[config.mk]
export PLATFORM = sky130hd
export DESIGN_NAME = uart_tx_port
export DESIGN_NICKNAME = d
export VERILOG_FILES = /design/src/rtl/uart_tx_pkg.sv /design/src/rtl/uart_tx_fifo.sv /design/src/rtl/uart_tx_port.sv
export SDC_FILE = /design/constraint.sdc
export NUM_CORES = 1
export LEC_CHECK = 0
export ABC_AREA = 1
export CORE_MARGIN = 2
export CORE_UTILIZATION = 52
export DETAILED_ROUTE_END_ITERATION = 7
export GPL_TIMING_DRIVEN = 0
export PLACE_DENSITY = 0.92
export SYNTH_ARGS = -nofsm -noshare
export SYNTH_HDL_FRONTEND = slang
export SYNTH_SLANG_ARGS = --single-unit
[constraint.sdc]
create_clock -name clk -period 3.8 [get_ports clk]
set_input_delay 0.38 -clock clk [delete_from_list [all_inputs] [get_ports clk]]
set_output_delay 0.38 -clock clk [all_outputs]
set_load 0.005 [all_outputs]
[src/rtl/uart_tx_pkg.sv]
// ---------------------------------------------------------------------------
// uart_tx_pkg: shared state encoding, status bit map and address defaults
// Rev 1.0
// ---------------------------------------------------------------------------
`default_nettype none

package uart_tx_pkg;

  typedef enum logic [1:0] {
    IDLE  = 2'd0,
    START = 2'd1,
    DATA  = 2'd2,
    STOP  = 2'd3
  } tx_state_e;

  localparam int STAT_EMPTY = 0;
  localparam int STAT_FULL  = 1;
  localparam int STAT_BUSY  = 2;
  localparam int STAT_OVF   = 3;
  localparam int STAT_IRQ   = 4;

  localparam logic [31:0] DEFAULT_DATA_ADDR = 32'h4000_0018;
  localparam logic [31:0] DEFAULT_STAT_ADDR = 32'h4000_001C;

  function automatic logic [31:0] pack_status(input logic irq_pend,
                                              input logic overflow,
                                              input logic busy,
                                              input logic full,
                                              input logic empty);
    logic [31:0] s;
    s             = '0;
    s[STAT_IRQ]   = irq_pend;
    s[STAT_OVF]   = overflow;
    s[STAT_BUSY]  = busy;
    s[STAT_FULL]  = full;
    s[STAT_EMPTY] = empty;
    return s;
  endfunction

endpackage

`default_nettype wire

[src/rtl/uart_tx_fifo.sv]
// ---------------------------------------------------------------------------
// tx_fifo: synchronous FIFO with occupancy counter, combinational head output
// Rev 1.0
// ---------------------------------------------------------------------------
`default_nettype none

module tx_fifo
  import uart_tx_pkg::*;
#(
  parameter int WIDTH = 8,
  parameter int DEPTH = 4
) (
  input  logic             clk,
  input  logic             reset,
  input  logic             push,
  input  logic [WIDTH-1:0] din,
  input  logic             pop,
  output logic [WIDTH-1:0] dout,
  output logic             full,
  output logic             empty
);

  localparam int AW = $clog2(DEPTH);

  logic [AW-1:0]    wr_ptr;
  logic [AW-1:0]    rd_ptr;
  logic [AW:0]      count;
  logic [WIDTH-1:0] mem [DEPTH];
  logic             do_push;
  logic             do_pop;

  // Full/empty come from the pre-edge count, so a push into a full queue is
  // refused even when a pop happens on the same edge.
  assign full    = (count == (AW+1)'(DEPTH));
  assign empty   = (count == '0);
  assign do_push = push && !full;
  assign do_pop  = pop && !empty;
  assign dout    = mem[rd_ptr];

  always_ff @(posedge clk or negedge reset) begin
    if (!reset) begin
      wr_ptr <= '0;
      rd_ptr <= '0;
      count  <= '0;
    end else begin
      if (do_push) wr_ptr <= wr_ptr + 1'b1;
      if (do_pop)  rd_ptr <= rd_ptr + 1'b1;
      count <= count + (AW+1)'(do_push) - (AW+1)'(do_pop);
    end
  end

  always_ff @(posedge clk) begin
    if (do_push) mem[wr_ptr] <= din;
  end

endmodule

`default_nettype wire

[src/rtl/uart_tx_port.sv]
// ---------------------------------------------------------------------------
// uart_tx_port: bus-mapped 8N1 UART transmitter with TX queue and done irq
// Rev 1.0
// ---------------------------------------------------------------------------
`default_nettype none

module uart_tx_port
  import uart_tx_pkg::*;
#(
  parameter int          CLKS_PER_BIT = 5208,
  parameter int          FIFO_DEPTH   = 4,
  parameter logic [31:0] DATA_ADDR    = DEFAULT_DATA_ADDR,
  parameter logic [31:0] STAT_ADDR    = DEFAULT_STAT_ADDR
) (
  input  logic        clk,
  input  logic        reset,
  input  logic        rd,
  input  logic        wr,
  input  logic [31:0] addr,
  input  logic [31:0] wdata,
  output logic [31:0] rdata,
  output logic        tx,
  output logic        irq
);

  localparam int CW = $clog2(CLKS_PER_BIT);

  tx_state_e   state;
  tx_state_e   state_next;
  logic [CW-1:0] baud_cnt;
  logic [2:0]  bit_cnt;
  logic [7:0]  shift;
  logic [7:0]  shift_next;
  logic        tx_next;
  logic        irq_pend;
  logic        overflow;
  logic        bit_end;
  logic        pop;
  logic        data_wr;
  logic        stat_wr;
  logic        stat_rd;
  logic        irq_set;
  logic        busy;
  logic [7:0]  fifo_dout;
  logic        fifo_full;
  logic        fifo_empty;
  logic        unused_wdata;

  assign data_wr      = wr && (addr == DATA_ADDR);
  assign stat_wr      = wr && (addr == STAT_ADDR);
  assign stat_rd      = rd && (addr == STAT_ADDR);
  assign unused_wdata = ^wdata[31:8];

  assign busy    = (state != IDLE);
  assign bit_end = (baud_cnt == CW'(CLKS_PER_BIT - 1));
  assign irq_set = (state == STOP) && bit_end && fifo_empty;
  assign irq     = irq_pend;
  assign rdata   = stat_rd ? pack_status(irq_pend, overflow, busy, fifo_full, fifo_empty)
                           : '0;

  tx_fifo #(
    .WIDTH (8),
    .DEPTH (FIFO_DEPTH)
  ) u_fifo (
    .clk   (clk),
    .reset (reset),
    .push  (data_wr),
    .din   (wdata[7:0]),
    .pop   (pop),
    .dout  (fifo_dout),
    .full  (fifo_full),
    .empty (fifo_empty)
  );

  always_ff @(posedge clk or negedge reset) begin
    if (!reset) state <= IDLE;
    else        state <= state_next;
  end

  always_comb begin
    state_next = state;
    case (state)
      IDLE:    if (!fifo_empty) state_next = START;
      START:   if (bit_end) state_next = DATA;
      DATA:    if (bit_end && (bit_cnt == 3'd7)) state_next = STOP;
      STOP:    if (bit_end) state_next = fifo_empty ? IDLE : START;
      default: state_next = IDLE;
    endcase
  end

  // tx_next looks at the state being entered so the registered line changes
  // on the same edge as the FSM, keeping frames exactly 10 bit times.
  always_comb begin
    pop        = 1'b0;
    shift_next = shift;
    case (state)
      IDLE:    pop = !fifo_empty;
      STOP:    pop = bit_end && !fifo_empty;
      default: pop = 1'b0;
    endcase
    if (pop)                           shift_next = fifo_dout;
    else if ((state == DATA) && bit_end) shift_next = {1'b0, shift[7:1]};
    case (state_next)
      START:   tx_next = 1'b0;
      DATA:    tx_next = shift_next[0];
      default: tx_next = 1'b1;
    endcase
  end

  always_ff @(posedge clk or negedge reset) begin
    if (!reset) begin
      baud_cnt <= '0;
      bit_cnt  <= '0;
      shift    <= '0;
      tx       <= 1'b1;
      irq_pend <= 1'b0;
      overflow <= 1'b0;
    end else begin
      baud_cnt <= ((state == IDLE) || bit_end) ? '0 : baud_cnt + 1'b1;
      if (pop)                             bit_cnt <= '0;
      else if ((state == DATA) && bit_end) bit_cnt <= bit_cnt + 3'd1;
      shift <= shift_next;
      tx    <= tx_next;
      // Set events take priority over a software clear on the same edge.
      if (irq_set)                   irq_pend <= 1'b1;
      else if (stat_wr && wdata[0])  irq_pend <= 1'b0;
      if (data_wr && fifo_full)      overflow <= 1'b1;
      else if (stat_wr && wdata[1])  overflow <= 1'b0;
    end
  end

endmodule

`default_nettype wire
# --- Yosys cells after proc, flatten, opt, wreduce, memory -nomap -nowiden ---
# Memory sizes are Yosys's and may differ from the RTL's.
# Index checks and enable logic that the tools add are counted.
word_totals:
  reg_bits: 36
  mem_bits_rw: 32
  in_bits: 68
  output_inout_bits: 34
  word_cells: 70
  n_memories: 1
memory_table:
  columns: ["memory", "depth", "word_bits", "read_ports", "rd_clocked_by_memory_dff", "wr", "line_no", "source"]
  rows:
  - ["u_fifo.mem", 4, 8, 1, 0, 1, "uart_tx_fifo.sv:28", "logic [WIDTH-1:0] mem [DEPTH];"]
op_classes:
  n_addsub: 6
  n_eq_ne: 10
  n_mux: 20
  reduce_logical: 22
ops:
  columns: ["cell", "count"]
  rows:
  - ["$eq 32x31->1 const B", 2]
  - ["$mux 8", 2]
  - ["$add 13x1->13 const B", 1]
  - ["$eq 13x13->1 const B", 1]
  - ["$logic_and 1x1->1", 13]
  - ["$mux 13", 1]
  - ["$mux 2", 4]
  - ["$pmux 2 s4", 1]
  - ["$reduce_bool 2->1", 4]
  - ["$mux 1", 7]
  - ["$eq 2x2->1 const B", 3]
  - ["$eq 3x3->1 const B", 2]
  - ["$mux 3", 2]
  - ["$mux 5", 1]
  - ["$add 2x1->2 const B", 2]
  - ["$eq 2x1->1 const B", 2]
  - ["$pmux 1 s2", 2]
  - ["$add 3x1->3", 1]
  - ["$add 3x1->3 const B", 1]
  - ["$logic_not 3->1", 1]
  - ["$sub 3x1->3", 1]
  - ["$logic_not 1->1", 2]
  - ["$logic_not 2->1", 1]
  - ["$logic_or 1x1->1", 1]

# --- Logic depth before layout (Yosys ltp) ---
logic_depth:
  depth_word: 6
  ltp_mapped: 13
  mapped_depth_nobuf: 13

# --- By module ---
# From an unflattened synthesis, not the netlist that was laid out.
unflattened:
  hier_cells: 441
  hier_area_um2: 3743.6
modules_own_cells:
  columns: ["module", "n_inst", "cells_each", "area_each_um2", "seq_area_each_um2"]
  rows:
  - ["uart_tx_port", 1, 282, 2018.2, 726.9]
  - ["tx_fifo", 1, 159, 1725.4, 1136.1]

# --- Worst setup path after synthesis ---
# No wires, ideal clock.
synth_timing:
  kind: "reg-to-reg"
  startpoint: "register baud_cnt[0]"
  endpoint: "register u_fifo.count[2]"
  setup_ns: 0.122
  t_arrival_ns: 2.055
  required_ns: 3.678
  path_slack_ns: 1.622
  path_stages_with_launch: 13
  path_buffers: 0
  synth_period_minus_slack_ns: 2.178
  cell_sequence: "dfrtp_1 -> ha_1 -> nand3_2 -> nor2_4 -> nand3_2 -> nand2_4 -> nand3_4 -> clkinv_2 -> ha_1 -> inv_1 -> ha_1 -> fa_1 -> xnor2_1"
synth_via:
  elab_chain_cells: 5
synth_lines:
  columns: ["element", "line_no", "source"]
  rows:
  - ["start, declared", "uart_tx_port.sv:30", "logic [CW-1:0] baud_cnt;"]
  - ["start signal, assigned", "uart_tx_port.sv:119", "baud_cnt <= ((state == IDLE) || bit_end) ? '0 : baud_cnt + 1'b1;"]
  - ["$eq 13x13->1", "uart_tx_port.sv:55", "assign bit_end = (baud_cnt == CW'(CLKS_PER_BIT - 1));"]
  - ["$logic_and 1x1->1", "uart_tx_port.sv:98", "STOP: pop = bit_end && !fifo_empty;"]
  - ["$pmux 1 s2", "uart_tx_port.sv:96", "case (state)"]
  - ["$logic_and 1x1->1", "uart_tx_fifo.sv:37", "assign do_pop = pop && !empty;"]
  - ["net u_fifo.do_pop", "uart_tx_fifo.sv:30", "logic do_pop;"]
  - ["$sub 3x1->3", "uart_tx_fifo.sv:48", "count <= count + (AW+1)'(do_push) - (AW+1)'(do_pop);"]
  - ["end signal, assigned", "uart_tx_fifo.sv:48", null]
  - ["end, declared", "uart_tx_fifo.sv:27", "logic [AW:0] count;"]
# The timed path passes the listed nets, and every way through them passes these cells.
# A chain may end at the register's enable or synchronous reset.

# --- Worst setup path after layout ---
layout_timing:
  startpoint: "input port addr[4]"
  endpoint: "output port rdata[1]"
layout_via:
  elab_chain_cells: 3
layout_lines:
  columns: ["element", "line_no", "source"]
  rows:
  - ["start, declared", "uart_tx_port.sv:19", "input logic [31:0] addr,"]
  - ["$eq 32x31->1", "uart_tx_port.sv:51", "assign stat_rd = rd && (addr == STAT_ADDR);"]
  - ["$logic_and 1x1->1", "uart_tx_port.sv:51", null]
  - ["$mux 5", "uart_tx_port.sv:58", "assign rdata = stat_rd ? pack_status(irq_pend, overflow, busy, fifo_full, fifo_empty)"]
  - ["end, declared", "uart_tx_port.sv:21", "output logic [31:0] rdata,"]
# Every way passes these cells.

==> flow_summary.yaml <==
drt:
  final_antenna_net_count: 0
  route.met3.wl_um: 394
  top_layer_used: "met4"
  drt_iter0_markers: 262
  wl_mm: 7.502
  wl_met1_mm: 2.959
  first_pass_iters: 6
  drc: 0
  route.met2.wl_mm: 3.988
  viasPerCell: 4.876
  vias: 2921
  wl_per_cell_um: 12.52
timing:
  slew_headroom: 0.4438
  fin_crit_sh: 0.7217
  setup_viol: 0
  rsz0062_at_grt: "false"
  setup_tns_ns: 0
  min_period_ns: 2.742
  slew_viol_final: 0
  worst_slack_ns: 1.058
  fmax_ghz: 0.3646
  tightestPinTransition_ns: 0.8313
  hold_viol_final: 0
  finClkSkew_ns: 0.009497
  holdWs_ns: 0.1248
global_routing:
  grtUsageTotal: 0.2165
  antenna_found_initial: 0
  grt.overflow.total: 0
  grt_max_degree: 37
  grt_pass1_vias: 2989
  grt_pass1_wl_mm: 12.84
worst_setup_path:
  start_kind: "input pin"
  r2r-start: "baud_cnt[0]"
  critPathMaxStageDelay_ns: 0.52
  cp.required_ns: 3.42
  reg2reg_depth: 12
  worst_r2r_endpoint: "u_fifo.count[2]"
  crit_path_end_kind: "primary output"
  r2r_slack_ns: 1.31
  arrival_ns: 2.36
  slowest_stage: "clkdlybuf4s50_1"
  cp_max_fo: 5
  worstPathCellList: "clkdlybuf4s50_1, inv_1, nor4_1, nand3_1, nor2_1, nand2_1, nor2_1, clkdlybuf4s50_1"
  crit_type: "in -> out"
logic_synthesis:
  synth_area_leader_cell: "edfxtp_1"
  ys_seq_elements: 68
  synthFlopType: "dfrtp_1"
  synth-edff-count: 32
  async_flop_share: 0.5294
  synth_top_area_frac: 0.2636
  syn_inst: 411
  synth.area.top_cells: "edfxtp_1 (26%), dfrtp_1 (24%), nand2_1 (9.0%)"
  ys_warn_count: 0
  ys_seq_area_frac: 0.5112
  yosysMostFrequentCell: "nand2_1"
  ys_types: 36
  avgSynthCellArea_um2: 8.868
  netlist_area_um2: 3645
  synthTopCellsByCount: "nand2_1 (87), nor2_1 (56), inv_1 (48), dfrtp_1 (35), edfxtp_1 (32)"
floorplan:
  start_util: 0.5365
  chipWidth_um: 87.72
  dieArea_um2: 7695
  die-height_um: 87.72
  placementRows: 30
  ios: 102
  core-area_um2: 6794
placed_design:
  dp_slack_ns: 1.070
  gp_congestion: 0.8464
  dp_cells: 583
  dpl-instance-area_um2: 4358
  hpwl_mm: 5.554
  portBuffers: 50
final_layout:
  n_antenna_cell: 0
  fin_cells: 599
  nets: 580
  fin_util: 0.6715
  syn_to_final_growth_pct: 25.16
  design_area_um2: 4562
  drive_gt1_frac: 0.1471
clock_tree:
  cts_resized: 0
  clk_latency_ns: 0.35
  postCtsSetupBuffers: 0
  root_buffer: "clkbuf_8"
  ctsHoldBuffers: 0
  htree_levels: 3
  clk_path_buf_depth: 2
  cts.sinks: 68
  cts_buffers: 9
  clkSlewWorstSetupHoldPaths_ns: 0.08
  cts_tree: "yes"
power_and_ir_drop:
  vdd_ir_drop_max_v: 0.0002980
  p_leak_nw: 2.117
  p_total_mw: 1.472
  powerDensity_nw_per_um2: 322.6
flow_run:
  drv_cap: 0
hold_path:
  hp-class: "in -> async"
outcome:
  outcome: "completed"
## state kept, by name, indices dropped and copies added (netlist names), 2 cells and up
| name | flops |
|---|---|
| baud_cnt | 13 |
| u_fifo.rd_ptr | 2 |
| state | 2 |
| u_fifo.count | 3 |
| u_fifo.wr_ptr | 2 |
| shift | 8 |
| u_fifo.mem | 32 |
| bit_cnt | 3 |
## placed cells by master, fill, tap and decap left out, drive strengths merged
master	instances
nor2	64
buf	30
xor2	3
xnor2	2
clkinv	2
or2	4
bufinv	1
nor3	6
dfstp	1
inv	55
o21ai	21
a31oi	2
a21oi	13
nand2	90
fa	1
conb	27
clkdlybuf4s50	49
nor4	4
nand4	1
clkbuf	12
clkinvlp	2
o22ai	2
ha	13
nand3	31
edfxtp	32
dfrtp	35
## worst max-delay path, delay by kind of cell
family	cells	cell delay, ns
buffers and inverters	3	1.04
and+or+nand+nor	5	0.95
## worst max path at each step
stage / endpoint / slack, ns / cells after the start / startpoint
finish: rdata[1] / 1.06 / 8 / addr[4]
floorplan: u_fifo.count[2] / 1.62 / 12 / baud_cnt[0]
global placement: rdata[3] / 1.12 / 8 / addr[4]
global route: rdata[3] / 0.92 / 8 / addr[4]
CTS: rdata[1] / 1.06 / 8 / addr[4]
detailed placement: rdata[2] / 1.07 / 8 / addr[4]
## final cells by class
type,instances,area [um^2]
timing repair buffer,50,495.5
tap,96,120.1
multi-input combinational,284,1448
buffer,32,231.5
inverter,53,200.2
clock inverter,7,80.08
fill,493,2232
clock buffer,9,123.9
sequential,68,1863
## cells by family after synthesis
group,count (synthesis),share of synthesized area
xor+xnor,5,0.01202
simple gates,200,0.2537
compound gates,38,0.05355
other cells,1,0.001029
flops,68,0.5112
buf+inv,85,0.1184
fa+ha+maj,14,0.05012
## report_power, final
part | total, mW | leakage (nW) | switching (mW) | internal [mW]
Sequential | 0.770 | 0.732 | 0.00000000651 | 0.770
Combinational | 0.0880 | 1.29 | 0.0303 | 0.0576
Clock | 0.613 | 0.0973 | 0.302 | 0.312
Total | 1.47 | 2.12 | 0.332 | 1.14
## metal layers
layer | vias to the layer above | track usage
met5 | - | 0
met4 | 0 | 0.1021
met3 | 15 | 0.03864
met2 | 116 | 0.3953
met1 | 1345 | 0.2435
li1 | 1445 | -
No activity file was read; power rests on OpenSTA's default activity.
